`src/rtl/seq_alu.sv`:
```
// seq_alu: sequential ALU with a valid/ready handshake on both sides.
// Single-cycle ops complete one cycle after acceptance; unsigned multiply
// runs as a WIDTH-cycle shift-add loop. The result is held until taken.
module seq_alu #(
  parameter int WIDTH = 8
) (
  input  logic               clk,
  input  logic               rst,
  input  logic               in_valid,
  output logic               in_ready,
  input  logic [3:0]         op,
  input  logic [WIDTH-1:0]   a,
  input  logic [WIDTH-1:0]   b,
  output logic               out_valid,
  input  logic               out_ready,
  output logic [2*WIDTH-1:0] result,
  output logic               zero,
  output logic               carry,
  output logic               overflow,
  output logic               err
);

  localparam int CW = $clog2(WIDTH);

  localparam logic [3:0] OP_ADD = 4'b0000;
  localparam logic [3:0] OP_SUB = 4'b0001;
  localparam logic [3:0] OP_NOT = 4'b0010;
  localparam logic [3:0] OP_AND = 4'b0011;
  localparam logic [3:0] OP_OR  = 4'b0100;
  localparam logic [3:0] OP_XOR = 4'b0101;
  localparam logic [3:0] OP_SLT = 4'b0110;
  localparam logic [3:0] OP_EQ  = 4'b0111;
  localparam logic [3:0] OP_MUL = 4'b1000;

  typedef enum logic [1:0] {
    IDLE = 2'd0,
    BUSY = 2'd1,
    HOLD = 2'd2
  } state_t;

  state_t             state_q, state_d;
  logic [CW-1:0]      cnt_q, cnt_d;
  logic [2*WIDTH-1:0] prod_q, prod_d;
  logic [2*WIDTH-1:0] mcand_q, mcand_d;
  logic [WIDTH-1:0]   mplier_q, mplier_d;
  logic [2*WIDTH-1:0] result_q, result_d;
  logic               zero_q, zero_d;
  logic               carry_q, carry_d;
  logic               overflow_q, overflow_d;
  logic               err_q, err_d;

  logic [WIDTH:0]     add_sum;
  logic [WIDTH:0]     sub_diff;
  logic [2*WIDTH-1:0] alu_result;
  logic               alu_carry;
  logic               alu_overflow;
  logic               alu_err;
  logic [2*WIDTH-1:0] prod_next;

  // Single-cycle ALU evaluated straight from the offered operands.
  always_comb begin
    add_sum      = {1'b0, a} + {1'b0, b};
    sub_diff     = {1'b0, a} + {1'b0, ~b} + {{WIDTH{1'b0}}, 1'b1};
    alu_result   = '0;
    alu_carry    = 1'b0;
    alu_overflow = 1'b0;
    alu_err      = 1'b0;
    case (op)
      OP_ADD: begin
        alu_result   = {{WIDTH{1'b0}}, add_sum[WIDTH-1:0]};
        alu_carry    = add_sum[WIDTH];
        alu_overflow = (a[WIDTH-1] == b[WIDTH-1]) && (add_sum[WIDTH-1] != a[WIDTH-1]);
      end
      OP_SUB: begin
        alu_result   = {{WIDTH{1'b0}}, sub_diff[WIDTH-1:0]};
        alu_carry    = sub_diff[WIDTH];
        alu_overflow = (a[WIDTH-1] != b[WIDTH-1]) && (sub_diff[WIDTH-1] != a[WIDTH-1]);
      end
      OP_NOT: alu_result = {{WIDTH{1'b0}}, ~a};
      OP_AND: alu_result = {{WIDTH{1'b0}}, a & b};
      OP_OR:  alu_result = {{WIDTH{1'b0}}, a | b};
      OP_XOR: alu_result = {{WIDTH{1'b0}}, a ^ b};
      OP_SLT: alu_result = {{(2*WIDTH-1){1'b0}}, ($signed(a) < $signed(b))};
      OP_EQ:  alu_result = {{(2*WIDTH-1){1'b0}}, (a == b)};
      OP_MUL: begin
        alu_result = '0;
      end
      default: alu_err = 1'b1;
    endcase
  end

  // One shift-add step: accumulate the multiplicand when the current multiplier LSB is set.
  always_comb begin
    prod_next = mplier_q[0] ? (prod_q + mcand_q) : prod_q;
  end

  // Next-state logic for the handshake FSM and its datapath registers.
  always_comb begin
    state_d    = state_q;
    cnt_d      = cnt_q;
    prod_d     = prod_q;
    mcand_d    = mcand_q;
    mplier_d   = mplier_q;
    result_d   = result_q;
    zero_d     = zero_q;
    carry_d    = carry_q;
    overflow_d = overflow_q;
    err_d      = err_q;
    case (state_q)
      IDLE: begin
        if (in_valid) begin
          if (op == OP_MUL) begin
            state_d  = BUSY;
            cnt_d    = '0;
            prod_d   = '0;
            mcand_d  = {{WIDTH{1'b0}}, a};
            mplier_d = b;
          end else begin
            state_d    = HOLD;
            result_d   = alu_result;
            zero_d     = (alu_result == '0);
            carry_d    = alu_carry;
            overflow_d = alu_overflow;
            err_d      = alu_err;
          end
        end
      end
      BUSY: begin
        prod_d   = prod_next;
        mcand_d  = mcand_q << 1;
        mplier_d = mplier_q >> 1;
        cnt_d    = cnt_q + {{(CW-1){1'b0}}, 1'b1};
        if (cnt_q == CW'(WIDTH-1)) begin
          state_d    = HOLD;
          result_d   = prod_next;
          zero_d     = (prod_next == '0);
          carry_d    = 1'b0;
          overflow_d = |prod_next[2*WIDTH-1:WIDTH];
          err_d      = 1'b0;
        end
      end
      HOLD: begin
        if (out_ready) begin
          state_d = IDLE;
        end
      end
      default: state_d = IDLE;
    endcase
  end

  // State and datapath registers with synchronous reset.
  always_ff @(posedge clk) begin
    if (rst) begin
      state_q    <= IDLE;
      cnt_q      <= '0;
      prod_q     <= '0;
      mcand_q    <= '0;
      mplier_q   <= '0;
      result_q   <= '0;
      zero_q     <= 1'b0;
      carry_q    <= 1'b0;
      overflow_q <= 1'b0;
      err_q      <= 1'b0;
    end else begin
      state_q    <= state_d;
      cnt_q      <= cnt_d;
      prod_q     <= prod_d;
      mcand_q    <= mcand_d;
      mplier_q   <= mplier_d;
      result_q   <= result_d;
      zero_q     <= zero_d;
      carry_q    <= carry_d;
      overflow_q <= overflow_d;
      err_q      <= err_d;
    end
  end

  assign in_ready  = (state_q == IDLE);
  assign out_valid = (state_q == HOLD);
  assign result    = result_q;
  assign zero      = zero_q;
  assign carry     = carry_q;
  assign overflow  = overflow_q;
  assign err       = err_q;

endmodule

```
`config.mk`:
```
export PLATFORM = sky130hd
export DESIGN_NAME = seq_alu
export DESIGN_NICKNAME = d
export VERILOG_FILES = /design/src/rtl/seq_alu.sv
export SDC_FILE = /design/constraint.sdc
export NUM_CORES = 1
export LEC_CHECK = 0
export BUFFER_PORTS_ARGS = -buffer_cell sky130_fd_sc_hd__buf_2
export CORE_ASPECT_RATIO = 1.4
export CORE_MARGIN = 2
export CORE_UTILIZATION = 59
export DETAILED_ROUTE_END_ITERATION = 10
export PLACE_DENSITY = 0.79
export SETUP_SLACK_MARGIN = 0.2
export SKIP_CTS_REPAIR_TIMING = 1
export SLEW_MARGIN = 25
export SYNTH_ARGS = -nofsm -noshare
export SYNTH_HDL_FRONTEND = slang
export SYNTH_SLANG_ARGS = --single-unit
```
`constraint.sdc`:
```
create_clock -name clk -period 4.1 [get_ports clk]
set_input_delay 0.615 -clock clk [delete_from_list [all_inputs] [get_ports clk]]
set_output_delay 0.615 -clock clk [all_outputs]
set_load 0.02 [all_outputs]
```
# Word-level counts from Yosys, hierarchy flattened
# Index checks and enable logic that the tools add are counted.
word_totals:
  inputBits: 24
  regBits: 65
classes:
  n_reduce_logical: 12
  muxes: 41
  add_sub_neg: 5
  order_cmp: 1
  eq_ne: 21
  bitwise_logic: 5
op_table:
  columns: ["op", "n"]
  rows:
  - ["16-bit 2-to-1 mux", 8]
  - ["16-bit case mux with 2 select lines", 3]
  - ["8-bit case mux with 8 select lines", 1]
  - ["16-bit logical NOT", 2]
  - ["8-bit by 8-bit adder with 9-bit output", 2]
  - ["16-bit adder", 1]
  - ["4-bit by 3-bit equality test with 1-bit output, second input constant", 4]
  - ["8-bit 2-to-1 mux", 2]
  - ["8-bit inverter", 2]
  - ["8-bit case mux with 2 select lines", 1]
  - ["8-bit OR reduction", 2]
  - ["1-bit 2-to-1 mux", 12]
  - ["1-bit case mux with 2 select lines", 6]
  - ["9-bit by 1-bit adder with 9-bit output, second input constant", 1]
  - ["8-bit bitwise AND", 1]
  - ["4-bit by 2-bit equality test with 1-bit output, second input constant", 2]
  - ["8-bit equality test", 1]
  - ["8-bit less-than comparator", 1]
  - ["2-bit 2-to-1 mux", 4]
  - ["8-bit OR", 1]
  - ["8-bit bitwise XOR", 1]
  - ["3-bit 2-to-1 mux", 2]
  - ["2-bit inequality test, second input constant", 3]
  - ["2-bit case mux with 3 select lines", 1]
  - ["other kinds (16)", 21]

# Longest topological paths before layout
# Gate-level depths: netlist (run 1).
depth:
  ltp_word: 9
  ltp_mapped: 12

# Worst setup path before layout (run 1)
# Ideal clock, no wire load.
synth_timing:
  path_kind: "register to register"
  start: "reg prod_q[0]"
  end: "reg overflow_q (netlist: overflow)"
  path_stages_with_launch: 11
  slack_ps: 1299
  required_ps: 3970
  path_buffers: 0
  t_arrival_ps: 2671
  period_less_slack_ps: 2801
  cell_sequence: "dfxtp_1 > ha_1 > fa_1 > a211oi_2 > o21bai_1 > o2111a_2 > a221oi_2 > mux2i_1 > or4_1 > nor3_2 > o41ai_1"
synth_between:
  elab_chain_cells: 5
synth_rtl:
  columns: ["item", "line_no", "rtl"]
  rows:
  - ["start, declared", "43", "logic [2*WIDTH-1:0] prod_q, prod_d;"]
  - ["start signal, assigned", "167", "prod_q <= prod_d;"]
  - ["16-bit adder", "94", "prod_next = mplier_q[0] ? (prod_q + mcand_q) : prod_q;"]
  - ["16-bit 2-to-1 mux", "94", null]
  - ["8-bit OR reduction", "138", "overflow_d = |prod_next[2*WIDTH-1:WIDTH];"]
  - ["1-bit 2-to-1 mux", "133", "if (cnt_q == CW'(WIDTH-1)) begin"]
  - ["1-bit case mux with 2 select lines", "109", "case (state_q)"]
  - ["end signal, assigned", "173", "overflow_q <= overflow_d;"]
  - ["end, declared", "49", "logic overflow_q, overflow_d;"]
# No other way between the ends. The select of a mux whose other input is x is not followed.
# A chain may end at the register's enable or synchronous reset.

# Worst setup path after layout (run 1)
# Ends and elaborated chain as after synthesis.

==> results.toml, run 1 <==
[route]
post-route-drc-count = 0
drt_iter0_markers = 262
ant_nets = 0
wire_per_inst_um = 18.02
vias_per_cell = 6.385
routed_wl_um = 14030
dr.pass1.iters = 4
vias = 4974

[worst_setup_path]
cp_max_fo = 4
r2r_start = "prod_q[0]$_SDFFE_PP0P_"
cp-end-kind = "register"
crit_required_ns = 4.29
crit_arrival_ns = 3.33
crit_type = "reg2reg"
slowest_stage = "or4_1"
critPathLaunchType = "register"
cp_cell_sequence = "ha_1 > fa_1 > a211oi_2 > o21bai_1 > o2111a_2 > a221oi_2 > mux2i_1 > or4_1 > nor3_2 > o41ai_1"
crit_buf_inv = 0
cp_slowest_stage_delay_ns = 0.54
reg2reg_to = "overflow$_SDFFE_PP0P_"
worstSetupPathDepth = 10
crit_family = "compound AO/OA/AOI/OAI gates"
r2r_slack_ns = 0.96
reg2regPathDepth = 10

[final_layout]
nets = 743
diodes = 0
n_fill_cell = 730
drive_gt1_frac = 0.1211
regArea_mm2 = 0.001301
synthToLayoutAreaGrowth_pct = 10.49
multi_input_area_mm2 = 0.003349

[synth]
ys_ff_latch = 65
synthFlopType = "dfxtp_1"
synth_warnings = 0
synth-async-reset-ratio = 0
synth_cell_types = 66
seq_area_frac_synth = 0.2648
syn-num-nets = 725
postSynthAreaPerCell_um2 = 7.515
netlist.area_leader.share = 0.2648
synth_edf_count = 0
synth_top_cell_by_area = "dfxtp_1"
synthCells = 654
synthTopCellsByArea = "dfxtp_1 26%, ha_1 11%, a21oi_1 6.2%"
syn_area_mm2 = 0.004915

[sta]
fin_crit_sh = 0.7651
slew_headroom = 0.3114
finalSetupViolCount = 0
worst_slew_pin_slew_ns = 1.033
fin_skew_ns = 0.01102
fin_crit_ns = 3.137
fmax_mhz = 318.8
slew_viol_final = 0
rsz0062_at_grt = "no"
fin_tns_setup_ns = 0
hold_violations = 0

[clock_tree]
htree_num_levels = 3
clock_sinks = 65
clk_latency_ns = 0.34
cts_tree = "yes"
clk_pin_slew_worst_paths_ns = 0.06
cts_made_buffers = 9
cts_root_buffer = "clkbuf_16"
cts_max_path_buffers = 2

[die]
dieArea_mm2 = 0.009086
fp-row-count = 39
die_w_um = 81.14
io_pins = 46
coreArea_mm2 = 0.008149
start_util = 0.6031
die_h_um = 112.0

[power_and_ir_drop]
irDropWorstVdd_mv = 0.2212
fin_total_pwr_mw = 1.641
leakagePower_nw = 2.277
power.density_mw_per_mm2 = 302.1

[min_path]
hold_end = "result[3]$_SDFFE_PP0P_"
hp-start = "result[3]$_SDFFE_PP0P_"
hold_class = "reg2reg"
holdPathStages = 2

[global_route]
grt_max_degree = 40
grt_antenna_before_repair = 0
overflow = 0
met3_usage = 0.04862
grtUsageMet1 = 0.3507
use_met2 = 0.5730
top_usage_layer = "met2"
grt_pass1_vias = 4767
grt_pass1_wl_um = 22670
track_usage = 0.3197

[placed_design]
portBuffers = 45
gp_congestion = 0.9572
hpwl_um = 10450

[status]
status = "finished, final reports clean"

[run]
cap_violations = 0
-- report_power, final --
group	switching, mW	internal [mW]	total, mW	leakage, nW
sequential	0.0137	0.645	0.659	0.525
clock	0.299	0.407	0.707	0.131
combinational	0.178	0.0973	0.275	1.62
total	0.491	1.15	1.64	2.28
-- metal layers --
metal	wire (um)	share of wire
met1	5644	0.40
met2	7180	0.51
met3	609	0.043
met4	600	0.043
met5	0	0
-- worst register-to-register path: cells and delay by family (launching register included) --
| kind | cells | cell delay [ns] |
|---|---|---|
| flops | 1 | 0.32 |
| mux | 1 | 0.13 |
| compound gates | 5 | 1.10 |
| fa+ha+maj | 2 | 0.67 |
| simple gates | 2 | 0.77 |
-- registers in the layout, summed over array words and instances, names as in the netlist --
signal    cells
carry         1
overflow      1
state_q       2
mplier_q      8
cnt_q         3
err           1
prod_q       16
mcand_q      16
zero          1
result       16
-- cells by family (layout without fill, tap and decap cells) --
| kind of cell | Yosys count | count (layout) | share of synthesized area |
|---|---|---|---|
| AO/OA/AOI/OAI | 207 | 207 | 0.2808 |
| XOR/XNOR | 9 | 9 | 0.01604 |
| adder cells (fa/ha/maj) | 47 | 47 | 0.1242 |
| buffers and inverters | 72 | 95 | 0.05601 |
| flip-flops | 65 | 65 | 0.2648 |
| multiplexers | 10 | 10 | 0.02164 |
| AND/OR/NAND/NOR | 244 | 244 | 0.2365 |
-- cell usage in the layout, fill, tap and decap left out, drive strengths merged, types with 3 or more instances in the layout --
cell    synthesis  layout
a211o           3       3
a211oi          8       8
a21o           13      13
a21oi          61      61
a22oi          20      20
a311oi         16      16
a31oi           8       8
and2            4       4
buf             6      52
clkbuf         39       9
clkinv          0       5
dfxtp          65      65
fa              3       3
ha             44      44
inv            27      27
mux2            5       5
mux2i           5       5
nand2          78      78
nand2b         14      14
nand3          13      13
nand3b          4       4
nand4b          3       3
nor2           70      70
nor2b          14      14
nor3           15      15
nor3b           3       3
nor4            3       3
nor4b           3       3
o211ai         10      10
o21ai          31      31
o21bai          3       3
o22ai           5       5
o31ai           3       3
or3            11      11
xnor2           5       5
xor2            4       4
-- through the flow --
step / utilization / hold WS, ns / cells / cell area, um^2 / setup WS (ns)
after floorplan: - / 0.4321 / 654 / 4915 / 1.299
after global placement: 0.6329 / 0.4380 / 763 / 5157 / 0.9588
after detailed placement: 0.6329 / 0.4441 / 763 / 5157 / 0.8932
after CTS: 0.6664 / 0.4501 / 779 / 5430 / 0.9702
after global routing: 0.6664 / 0.4647 / 779 / 5430 / 0.8208
final: 0.6664 / 0.4482 / 779 / 5430 / 0.9632
-- synthesized netlist by cell type, types with 5 or more instances --
cell,count
nor2b_1,14
a21oi_1,61
nand2b_1,14
a31oi_1,8
nand2_1,78
ha_1,44
inv_1,27
nor2_1,70
xnor2_1,5
nand3_1,13
a21o_1,13
dfxtp_1,65
a311oi_1,16
or3_1,11
o22ai_1,5
a22oi_1,20
a211oi_1,7
mux2_2,5
o21ai_0,31
mux2i_1,5
nor3_1,14
o211ai_1,10
clkbuf_1,38
-- how the worst max path moves through the flow --
stage,start,slack [ns],end
floorplan,prod_q[0]$_SDFFE_PP0P_,1.30,overflow$_SDFFE_PP0P_
global placement,a[1],0.96,zero$_SDFFE_PP0P_
detailed placement,a[1],0.89,zero$_SDFFE_PP0P_
CTS,prod_q[0]$_SDFFE_PP0P_,0.97,overflow$_SDFFE_PP0P_
global route,prod_q[0]$_SDFFE_PP0P_,0.82,overflow$_SDFFE_PP0P_
finish,prod_q[0]$_SDFFE_PP0P_,0.96,overflow$_SDFFE_PP0P_
-- layout make-up --
| cell class | instances | share of cell area |
|---|---|---|
| multi-input combinational | 517 | 0.6168 |
| sequential | 65 | 0.2396 |
| timing repair buffer | 52 | 0.05115 |
| clock buffer | 9 | 0.04147 |
| tap | 102 | 0.02350 |
| inverter | 27 | 0.01866 |
| clock inverter | 7 | 0.008756 |
Note: power is estimated with default switching activity, not from simulation.
==> run 2: changes to the inputs <==
ABC_AREA = 1   (was unset)
clock period = 3.21 ns   (was 4.1 ns; I/O delays follow)
==> run 2 against run 1 <==
Compared with the run above: sequential share of layout area is 0.40 points lower; combinational power up 63%; global-route usage up 2.0 points; critical path depth rose by 6; routed wire length grew 5.3%; die area up 0.54%; synthesized area increased by 0.56%; first-iteration DRC count increased by 32%; synthesized cell count rose by 19%; flip-flop and latch count did not move; critical path type unchanged.
==> results.toml, run 2 <==
[final_layout]
nets = 886
layout_common_cells = "242 x nand2_1, 81 x inv_1, 65 x a21oi_1, 65 x dfxtp_1, 54 x nand3_1"
layout_commonest_cell = "nand2_1"
fin_util = 0.6777
synthToLayoutAreaGrowth_pct = 11.75
design_area_mm2 = 0.005523
instances_no_fill = 922
diodes = 0
n_fill_cell = 770
drive_gt1_frac = 0.1341

[worst_setup_path]
crit_type = "reg2reg"
cp_max_fo = 3
cp_slowest_stage_delay_ns = 0.41
crit_arrival_ns = 2.69
crit_required_ns = 3.41
slowest_stage = "fa_1"
critPathLaunchType = "register"
crit_buf_inv = 0
crit_path_frequent_cell = "nand2_1"
cp_cell_sequence = "ha_1 > fa_1 > nand2_1 > nand2_1 > nand3_1 > nand2_2 > nand2_1 > nand2_1 > nand2_1 > nand3_1 > nand2_1 > nand3_1 > nor2_1 > nand3_1 > nand2_1 > a21oi_1"
crit_family = "simple AND/OR/NAND/NOR gates"
cp-end-kind = "register"

[route]
routed_wl_um = 14770
vias_per_cell = 5.607
ant_nets = 0
drt_iter0_markers = 346
dr.pass1.iters = 6
vias = 5170
wire_per_inst_um = 16.02
post-route-drc-count = 0

[die]
fp-row-count = 39
die_w_um = 81.35
die_h_um = 112.3
coreArea_mm2 = 0.008149
io_pins = 46
dieArea_mm2 = 0.009135
start_util = 0.6065

[run]
cap_violations = 0

[synth]
synth_top_family_by_area = "simple AND/OR/NAND/NOR gates"
netlist_top_cells_count = "242 x nand2_1, 81 x inv_1, 65 x a21oi_1, 65 x dfxtp_1, 54 x nand3_1"
synth_cell_types = 40
synthTopCellsByArea = "dfxtp_1 26%, nand2_1 18%, ha_1 11%"
postSynthAreaPerCell_um2 = 6.344
synthCells = 779
ys_ff_latch = 65
synth_warnings = 0
synthFlopType = "dfxtp_1"
yosysMostFrequentCell = "nand2_1"
syn_area_mm2 = 0.004942
synth_xor_area_frac = 0.01418
synth_top_cell_by_area = "dfxtp_1"
seq_area_frac_synth = 0.2633
synth_edf_count = 0
synthMuxAreaShare = 0.002025
synth_compound_area_frac = 0.1752
synth_simple_gate_area_frac = 0.3258
yosys.area_share.adder = 0.1235
netlist.area_leader.share = 0.2633
synth-async-reset-ratio = 0
syn-num-nets = 850

[sta]
fin_crit_ns = 2.484
worst_slew_pin_slew_ns = 0.9278
finalSetupViolCount = 0
fmax_mhz = 402.6
rsz0062_at_grt = "no"
layout_setup_ws_ns = 0.7263
slew_headroom = 0.3808
fin_crit_sh = 0.7738
fin_skew_ns = 0.004573
fin_tns_setup_ns = 0
slew_viol_final = 0
whs_ns = 0.4271
hold_violations = 0

[power_and_ir_drop]
leakagePower_nw = 2.728
irDropWorstVdd_mv = 0.4446
power.density_mw_per_mm2 = 414.1
fin_total_pwr_mw = 2.287

[clock_tree]
cts_root_buffer = "clkbuf_16"
clock_sinks = 65
clk_pin_slew_worst_paths_ns = 0.06
clk_latency_ns = 0.34
cts_max_path_buffers = 2
cts_made_buffers = 9
cts_tree = "yes"
htree_num_levels = 3

[global_route]
grt_pass1_vias = 5225
overflow = 0
grt_pass1_wl_um = 24080
grt_max_degree = 36
grt_antenna_before_repair = 0
track_usage = 0.3395

[placed_design]
portBuffers = 45
gp_congestion = 0.9315
placed_cells = 906
dp_slack_ns = 0.3531
hpwl_um = 11090
postPlaceCellArea_mm2 = 0.005226

[status]
status = "finished, final reports clean"

[min_path]
hold_class = "in2reg"
-- run 2: worst register-to-register path: cells and delay by family, from the launching register on --
kind	cells	cell delay [ns]
simple gates	13	1.31
fa+ha+maj	2	0.64
flops	1	0.32
compound gates	1	0.06
-- run 2: where the power goes --
group,leakage [nW],switching (mW),total [mW],internal (mW)
Sequential,0.528,0.0247,0.871,0.846
Combinational,2.06,0.309,0.449,0.140
Clock,0.137,0.369,0.968,0.598
Total,2.73,0.703,2.29,1.58
-- run 2: cells by family after synthesis --
group	Yosys count
compound gates	159
xor+xnor	8
fa+ha+maj	47
flops	65
buf+inv	120
mux	1
simple gates	379
-- run 2: final timing paths --
kind                          start                     to  slack, ns  depth (start not counted)
max          prod_q[0]$_SDFFE_PP0P_  overflow$_SDFFE_PP0P_       0.73                         16
min                           op[3]       err$_SDFFE_PP0P_       0.43                          3
max reg2reg  prod_q[0]$_SDFFE_PP0P_  overflow$_SDFFE_PP0P_       0.73                         16
min reg2reg        err$_SDFFE_PP0P_       err$_SDFFE_PP0P_       0.46                          2
-- run 2: routing by layer --
layer | vias to the layer above | global-route usage | routed length, um
li1 | 2603 | - | -
met1 | 2355 | 0.3501 | 5580
met2 | 163 | 0.6268 | 7751
met3 | 49 | 0.04260 | 671
met4 | 0 | 0.2045 | 768
met5 | - | 0 | 0
-- run 2: final cells by class --
class,instances,area (um^2),area share
Inverter,93,349.1,0.06321
Clock inverter,7,71.32,0.01291
Multi-Input combinational cell,594,3171,0.5741
Clock buffer,9,225.2,0.04078
Sequential cell,65,1301,0.2356
Timing Repair Buffer,52,277.8,0.05029
Tap cell,102,127.6,0.02311
